<file path="config.mk">
export PLATFORM = sky130hd
export DESIGN_NAME = custom_subtractor55_8_seq_flat
export DESIGN_NICKNAME = d
export VERILOG_FILES = /design/src/rtl/custom_subtractor55_8_seq_if.sv /design/src/rtl/custom_subtractor55_8_seq.sv /design/src/flat_wrapper.sv
export SDC_FILE = /design/constraint.sdc
export NUM_CORES = 1
export LEC_CHECK = 0
export ABC_AREA = 1
export CAP_MARGIN = 10
export CORE_UTILIZATION = 47
export CTS_BUF_LIST = sky130_fd_sc_hd__clkbuf_8
export DETAILED_ROUTE_END_ITERATION = 8
export PLACE_DENSITY = 0.86
export SETUP_SLACK_MARGIN = 0.1
export SLEW_MARGIN = 20
export SYNTH_ARGS = -nofsm -noshare
export SYNTH_HDL_FRONTEND = slang
export SYNTH_SLANG_ARGS = --single-unit
</file>
<file path="constraint.sdc">
create_clock -name clk -period 3.1 [get_ports clk]
set_clock_uncertainty 0.15 [all_clocks]
set_input_delay 0.62 -clock clk [delete_from_list [all_inputs] [get_ports clk]]
set_output_delay 0.62 -clock clk [all_outputs]
set_load 0.01 [all_outputs]
</file>
<file path="src/rtl/custom_subtractor55_8_seq_if.sv">
// rtl/custom_subtractor55_8_seq_if.sv - operand/result handshake bundle for the chunked subtractor
//
// Purpose : groups the operand (request) and result (response) handshakes of
//           custom_subtractor55_8_seq so producer and consumer attach through one port.
// Signals :
//   in_valid   producer -> block   operands valid
//   in_ready   block -> producer   block can accept operands
//   A          producer -> block   minuend, A_WIDTH bits
//   B          producer -> block   subtrahend, B_WIDTH bits, unsigned
//   out_valid  block -> consumer   result valid
//   out_ready  consumer -> block   consumer accepts result
//   Diff       block -> consumer   A - B modulo 2^A_WIDTH
//   borrow     block -> consumer   1 when B > A
// Modports: master = producer/consumer side, slave = subtractor side.

interface custom_subtractor55_8_seq_if #(
  parameter int A_WIDTH = 55,
  parameter int B_WIDTH = 47
);

  logic               in_valid;
  logic               in_ready;
  logic [A_WIDTH-1:0] A;
  logic [B_WIDTH-1:0] B;
  logic               out_valid;
  logic               out_ready;
  logic [A_WIDTH-1:0] Diff;
  logic               borrow;

  modport master (
    output in_valid,
    input  in_ready,
    output A,
    output B,
    input  out_valid,
    output out_ready,
    input  Diff,
    input  borrow
  );

  modport slave (
    input  in_valid,
    output in_ready,
    input  A,
    input  B,
    output out_valid,
    input  out_ready,
    output Diff,
    output borrow
  );

endinterface

</file>
<file path="src/rtl/custom_subtractor55_8_seq.sv">
// rtl/custom_subtractor55_8_seq.sv - multi-cycle unsigned subtractor, borrow chain resolved CHUNK bits per cycle
//
// Purpose : Diff = A - zero_extend(B) modulo 2^A_WIDTH, borrow = (B > A).
//           The borrow ripples through one CHUNK-bit slice per clock so the
//           critical path is a single CHUNK-bit subtract. Operation is
//           IDLE (accept) -> BUSY (NCHUNK slices) -> DONE (hold until taken).
// Ports   :
//   clk       in   rising-edge clock
//   rst_n     in   asynchronous active-low reset
//   bus       slave modport of custom_subtractor55_8_seq_if
//             (in_valid/in_ready/A/B in, out_valid/out_ready/Diff/borrow out)
// Config  : CUSTOM_SUB_SATURATE_EN - when defined, an underflowing result is
//           clamped to Diff=0 on entry to DONE; borrow still reports it.
//           When undefined, Diff is the wrapped two's-complement result.

module custom_subtractor55_8_seq #(
  parameter int A_WIDTH = 55,
  parameter int B_WIDTH = 47,
  parameter int CHUNK   = 8
) (
  input  logic                      clk,
  input  logic                      rst_n,
  custom_subtractor55_8_seq_if.slave bus
);

  localparam int NCHUNK = (A_WIDTH + CHUNK - 1) / CHUNK;
  localparam int IDX_W  = (NCHUNK > 1) ? $clog2(NCHUNK) : 1;
  localparam int SH_W   = $clog2(NCHUNK * CHUNK);
  localparam logic [IDX_W-1:0] LAST_IDX = IDX_W'(NCHUNK - 1);

  typedef enum logic [1:0] {
    S_IDLE,
    S_BUSY,
    S_DONE
  } state_t;

  state_t             state_q;
  logic [A_WIDTH-1:0] a_q;
  logic [A_WIDTH-1:0] b_q;        // subtrahend already zero-extended to A_WIDTH
  logic [A_WIDTH-1:0] diff_q;
  logic               borrow_q;   // running borrow while BUSY, final borrow in DONE
  logic [IDX_W-1:0]   idx_q;
  logic               in_ready_q;
  logic               out_valid_q;

  // Slice datapath for the chunk selected by idx_q.
  logic [SH_W-1:0]    shamt;
  logic [CHUNK-1:0]   a_chunk;
  logic [CHUNK-1:0]   b_chunk;
  logic [CHUNK:0]     chunk_res;
  logic [A_WIDTH-1:0] chunk_mask;
  logic [A_WIDTH-1:0] chunk_ins;
  logic [A_WIDTH-1:0] diff_d;
  logic               borrow_d;

  always_comb begin
    shamt     = SH_W'(idx_q) * SH_W'(CHUNK);
    // Shifting right leaves zeros above the top of the operand, so the short
    // final slice is naturally zero-padded to CHUNK bits. With both padded
    // bits at zero, the borrow out of the padded subtract equals the borrow
    // out of the true short slice.
    a_chunk   = CHUNK'(a_q >> shamt);
    b_chunk   = CHUNK'(b_q >> shamt);
    chunk_res = {1'b0, a_chunk} - {1'b0, b_chunk} - {{CHUNK{1'b0}}, borrow_q};
    borrow_d  = chunk_res[CHUNK];
    // Bits of the final slice shifted past A_WIDTH simply fall off, which
    // drops the padding bit of the short last chunk.
    chunk_mask = {{(A_WIDTH-CHUNK){1'b0}}, {CHUNK{1'b1}}} << shamt;
    chunk_ins  = {{(A_WIDTH-CHUNK){1'b0}}, chunk_res[CHUNK-1:0]} << shamt;
    diff_d     = (diff_q & ~chunk_mask) | chunk_ins;
  end

  always_ff @(posedge clk or negedge rst_n) begin
    if (!rst_n) begin
      state_q     <= S_IDLE;
      a_q         <= '0;
      b_q         <= '0;
      diff_q      <= '0;
      borrow_q    <= 1'b0;
      idx_q       <= '0;
      in_ready_q  <= 1'b1;
      out_valid_q <= 1'b0;
    end else begin
      case (state_q)
        S_IDLE: begin
          if (bus.in_valid && in_ready_q) begin
            a_q        <= bus.A;
            b_q        <= {{(A_WIDTH-B_WIDTH){1'b0}}, bus.B};
            borrow_q   <= 1'b0;
            idx_q      <= '0;
            in_ready_q <= 1'b0;
            state_q    <= S_BUSY;
          end
        end

        S_BUSY: begin
          diff_q   <= diff_d;
          borrow_q <= borrow_d;
          if (idx_q == LAST_IDX) begin
`ifdef CUSTOM_SUB_SATURATE_EN
            if (borrow_d) begin
              diff_q <= '0;
            end
`endif
            idx_q       <= '0;
            out_valid_q <= 1'b1;
            state_q     <= S_DONE;
          end else begin
            idx_q <= idx_q + 1'b1;
          end
        end

        S_DONE: begin
          // Result is held until the consumer takes it; no timeout.
          if (bus.out_ready) begin
            out_valid_q <= 1'b0;
            in_ready_q  <= 1'b1;
            state_q     <= S_IDLE;
          end
        end

        default: begin
          state_q     <= S_IDLE;
          in_ready_q  <= 1'b1;
          out_valid_q <= 1'b0;
        end
      endcase
    end
  end

  assign bus.in_ready  = in_ready_q;
  assign bus.out_valid = out_valid_q;
  assign bus.Diff      = diff_q;
  assign bus.borrow    = borrow_q;

endmodule
</file>
<file path="src/flat_wrapper.sv">
// flat-port wrapper written by rule: the top's interface ports become plain ports
module custom_subtractor55_8_seq_flat 
#(
  parameter int A_WIDTH = 55,
  parameter int B_WIDTH = 47,
  parameter int CHUNK   = 8
)
  (clk, rst_n, bus_in_valid, bus_in_ready, bus_A, bus_B, bus_out_valid, bus_out_ready, bus_Diff, bus_borrow);
  custom_subtractor55_8_seq_if #(.A_WIDTH(A_WIDTH), .B_WIDTH(B_WIDTH)) bus_i ();
  input  logic clk;
  input  logic rst_n;
  input wire logic [$bits(bus_i.in_valid)-1:0] bus_in_valid;
  output wire logic [$bits(bus_i.in_ready)-1:0] bus_in_ready;
  input wire logic [$bits(bus_i.A)-1:0] bus_A;
  input wire logic [$bits(bus_i.B)-1:0] bus_B;
  output wire logic [$bits(bus_i.out_valid)-1:0] bus_out_valid;
  input wire logic [$bits(bus_i.out_ready)-1:0] bus_out_ready;
  output wire logic [$bits(bus_i.Diff)-1:0] bus_Diff;
  output wire logic [$bits(bus_i.borrow)-1:0] bus_borrow;
  assign bus_i.in_valid = bus_in_valid;
  assign bus_in_ready = bus_i.in_ready;
  assign bus_i.A = bus_A;
  assign bus_i.B = bus_B;
  assign bus_out_valid = bus_i.out_valid;
  assign bus_i.out_ready = bus_out_ready;
  assign bus_Diff = bus_i.Diff;
  assign bus_borrow = bus_i.borrow;
  custom_subtractor55_8_seq #(.A_WIDTH(A_WIDTH), .B_WIDTH(B_WIDTH), .CHUNK(CHUNK)) u_core (.clk(clk), .rst_n(rst_n), .bus(bus_i));
endmodule
</file>
==> results.py, run 1 <==
metrics = {
    "floorplanning": {
        "io_pins": 164,
        "fp-row-count": 45,
        "die_h_um": 127.2,
        "start_util_pct": 48.29,
        "die_w_um": 127.2,
        "coreArea_mm2": 0.01526,
        "dieArea_mm2": 0.01618,
    },
    "final_layout": {
        "multi_input_area_mm2": 0.003241,
        "final_cell_mix": "377 x nand2_1, 162 x clkdlybuf4s50_1, 162 x dfrtp_1",
        "diodes": 0,
        "fin_nets": 1189,
        "nFillCells": 1148,
        "finalNonFillerCells": 1292,
        "final_core_util_pct": 68.03,
        "mostFrequentLayoutCell": "nand2_1",
        "drive_gt1_share_pct": 17.02,
        "syn_to_final_growth_pct": 40.87,
        "regArea_mm2": 0.004133,
    },
    "clock_tree": {
        "htreeDepth": 4,
        "cts_tree": "built",
        "clkTransAtPathRegs_ns": 0.08,
        "cts_buffers": 17,
        "root_buffer": "clkbuf_8",
        "cts_buffer_depth": 2,
        "cts.sinks": 165,
        "clk_latency_ns": 0.45,
    },
    "grt": {
        "antenna_found_initial": 0,
        "grt_max_degree": 93,
        "grt_first_pass_wirelength_mm": 32.91,
        "grt.overflow.total": 0,
        "grt_pass1_vias": 6568,
        "gr-usage-all-layers_pct": 26.38,
    },
    "synth": {
        "yosys.area_share.adder_pct": 2.751,
        "synth_edf_count": 0,
        "syn_inst": 866,
        "synth-xor-area-share_pct": 0.5773,
        "muxShareOfSynthArea_pct": 0,
        "syn_area_mm2": 0.007368,
        "synth-compound-area-share_pct": 10.63,
        "synth_seq_cells": 165,
        "seq_area_frac_synth_pct": 56.05,
        "ys_warn_count": 0,
        "synth_nets": 987,
        "ys.flop_type": "dfrtp_1",
        "synth_top_family_by_area": "simple AND/OR/NAND/NOR gates",
        "yosys.cell_types.count": 36,
        "syn_area_per_cell_um2": 8.508,
        "synth-async-reset-ratio_pct": 100.0,
        "yosys.area_share.simple_pct": 25.05,
    },
    "sta": {
        "hold_violations": 0,
        "setup_violations": 0,
        "relSlewSlack_pct": 39.81,
        "rsz0062_at_grt": "true",
        "finalCritPeriodShare_pct": 99.98,
        "drv_slew": 0,
        "max_freq_ghz": 0.3226,
        "tightest_slew_ns": 0.9029,
        "fin_ws_ns": 0.0005180,
        "min_period_ns": 3.099,
        "setup-tns-final_ns": 0,
    },
    "status": {
        "status": "complete, no violations",
    },
    "setup_path": {
        "worstPathRequired_ns": 3.28,
        "rr_worst_depth": 15,
        "path_class": "reg -> reg",
        "end_kind": "register",
        "r2r_slack_ns": 0.0005,
        "cp.arrival_ns": 3.28,
        "cp_max_fo": 7,
        "r2r_end": "u_core.bus.Diff[22]",
        "r2r-start": "u_core.idx_q[0]",
        "startpoint_type": "register",
    },
    "detailed_routing": {
        "routedWlPerCell_um": 15.79,
        "via_count": 6732,
        "drc": 0,
        "dr.pass1.iters": 5,
        "drt.antenna.violating_nets": 0,
        "drt_iter0_markers": 530,
        "routed_via_density": 5.211,
        "totalWireLength_mm": 20.41,
    },
    "placement": {
        "place_inst": 1238,
        "dp_hpwl_mm": 14.45,
        "pre_cts_ws_ns": -0.1488,
        "place.port_buffers": 163,
        "place_congestion": 0.8547,
    },
    "worst_hold_path": {
        "hold_path.class": "reg -> reg",
        "min_from": "u_core.a_q[45]",
        "min_to": "u_core.a_q[45]",
        "whs_path_depth": 2,
    },
    "job": {
        "maxCapViolCount": 0,
    },
}
==> registers in the layout (all words and copies together) (netlist names) <==
signal                count
u_core.a_q               55
u_core.b_q               47
u_core.bus.Diff          55
u_core.bus.borrow         1
u_core.bus.in_ready       1
u_core.bus.out_valid      1
u_core.idx_q              3
u_core.state_q            2
==> worst max-delay path, cell delays in order (launching register included) <==
cell and delay [ns]:
dfrtp_2 0.48, buf_6 0.14, nor2_4 0.22, a22oi_2 0.09, a21oi_2 0.17, a221oi_2 0.06, fa_2 0.41, fa_2 0.39
nor2_4 0.15, o21bai_4 0.07, nand2_1 0.06, nand2_1 0.05, nand2_1 0.06, nand2_2 0.08, xor2_4 0.29, o21ai_1 0.12
==> per-stage QoR <==
stage                     area (um^2)  hold slack, ns
final                           10380          0.3406
after global routing            10380          0.3589
after CTS                       10140          0.3354
after detailed placement         9440          0.3168
after global placement           9440          0.3098
after floorplan                  7390          0.1744
==> Yosys cell counts, types with 2 or more instances <==
library cell | instances | share of area, %
a221oi_1 | 7 | 0.83
fa_1 | 2 | 0.54
a21oi_1 | 29 | 2.0
a221o_1 | 5 | 0.68
buf_2 | 9 | 0.61
nor2_2 | 6 | 0.51
ha_1 | 13 | 2.2
inv_2 | 11 | 0.56
nand3_1 | 29 | 2.0
o21ai_0 | 54 | 3.7
xnor2_1 | 2 | 0.24
o22ai_1 | 5 | 0.42
buf_4 | 2 | 0.20
o21ai_1 | 4 | 0.27
inv_1 | 46 | 2.3
nand2_1 | 381 | 19
or2_2 | 6 | 0.51
nor2_4 | 5 | 0.76
a22oi_1 | 22 | 2.2
clkbuf_1 | 19 | 0.97
nand2_2 | 4 | 0.34
buf_1 | 4 | 0.20
nor2_1 | 23 | 1.2
nor3_1 | 3 | 0.20
dfrtp_1 | 164 | 56
==> cell type report <==
class	count	area share [%]
Tap cell	211	2.543
Clock inverter	11	0.8076
Inverter	58	2.278
Sequential cell	165	39.81
Clock buffer	21	2.784
Timing Repair Buffer	217	20.55
Multi-Input combinational cell	609	31.22
==> logic make-up after synthesis <==
logic type | Yosys count
buffers and inverters | 92
AOI/OAI and AO/OA | 131
adders and majority gates | 15
and+or+nand+nor | 459
xor gates and xnor gates | 4
DFF | 165
==> layer usage <==
| layer | wire length, um | global-route usage [%] |
|---|---|---|
| met5 | 0 | 0 |
| met4 | 609 | 11.55 |
| met2 | 9925 | 42.99 |
| met1 | 8534 | 34.39 |
| met3 | 1337 | 5.360 |
==> worst max-delay path by stage <==
| stage | startpoint | to | slack [ns] | cells past startpoint |
|---|---|---|---|---|
| final | u_core.idx_q[0] | u_core.bus.Diff[22] | 0.0005 | 15 |
| after global routing | u_core.idx_q[0] | u_core.bus.Diff[38] | -0.09 | 17 |
| after CTS | u_core.idx_q[0] | u_core.bus.Diff[46] | 0.09 | 15 |
| after detailed placement | u_core.idx_q[0] | u_core.bus.Diff[6] | -0.15 | 15 |
| after global placement | u_core.idx_q[0] | u_core.bus.Diff[30] | 0.01 | 15 |
| after floorplan | u_core.idx_q[1] | u_core.bus.Diff[39] | 0.11 | 17 |
==> what timing repair did <==
action                                  CTS  global route
endpoints found under the setup margin   29            42
hold buffers                              1             0
pin swaps                                25            29
gates resized for setup                  48            54
endpoints found under the hold margin    55             0
buffers inserted                         17             4
cloned                                    0             0
Power of run 1 is left out: the tool's default activity adds up to more than one toggle a clock period on the data nets, which glitch-free logic cannot reach.
==> run 2: changes to the inputs <==
--- a/config.mk
+++ b/config.mk
@@ -9,6 +9,7 @@
 export CAP_MARGIN = 10
 export CORE_UTILIZATION = 47
 export CTS_BUF_LIST = sky130_fd_sc_hd__clkbuf_8
+export CTS_CLUSTER_SIZE = 12
 export DETAILED_ROUTE_END_ITERATION = 8
 export PLACE_DENSITY = 0.86
 export SETUP_SLACK_MARGIN = 0.1
==> results of run 2 <==
Same layout as run 1: the final DEF is identical, and so are final timing and power.
Power of run 2 is left out for the same reason.
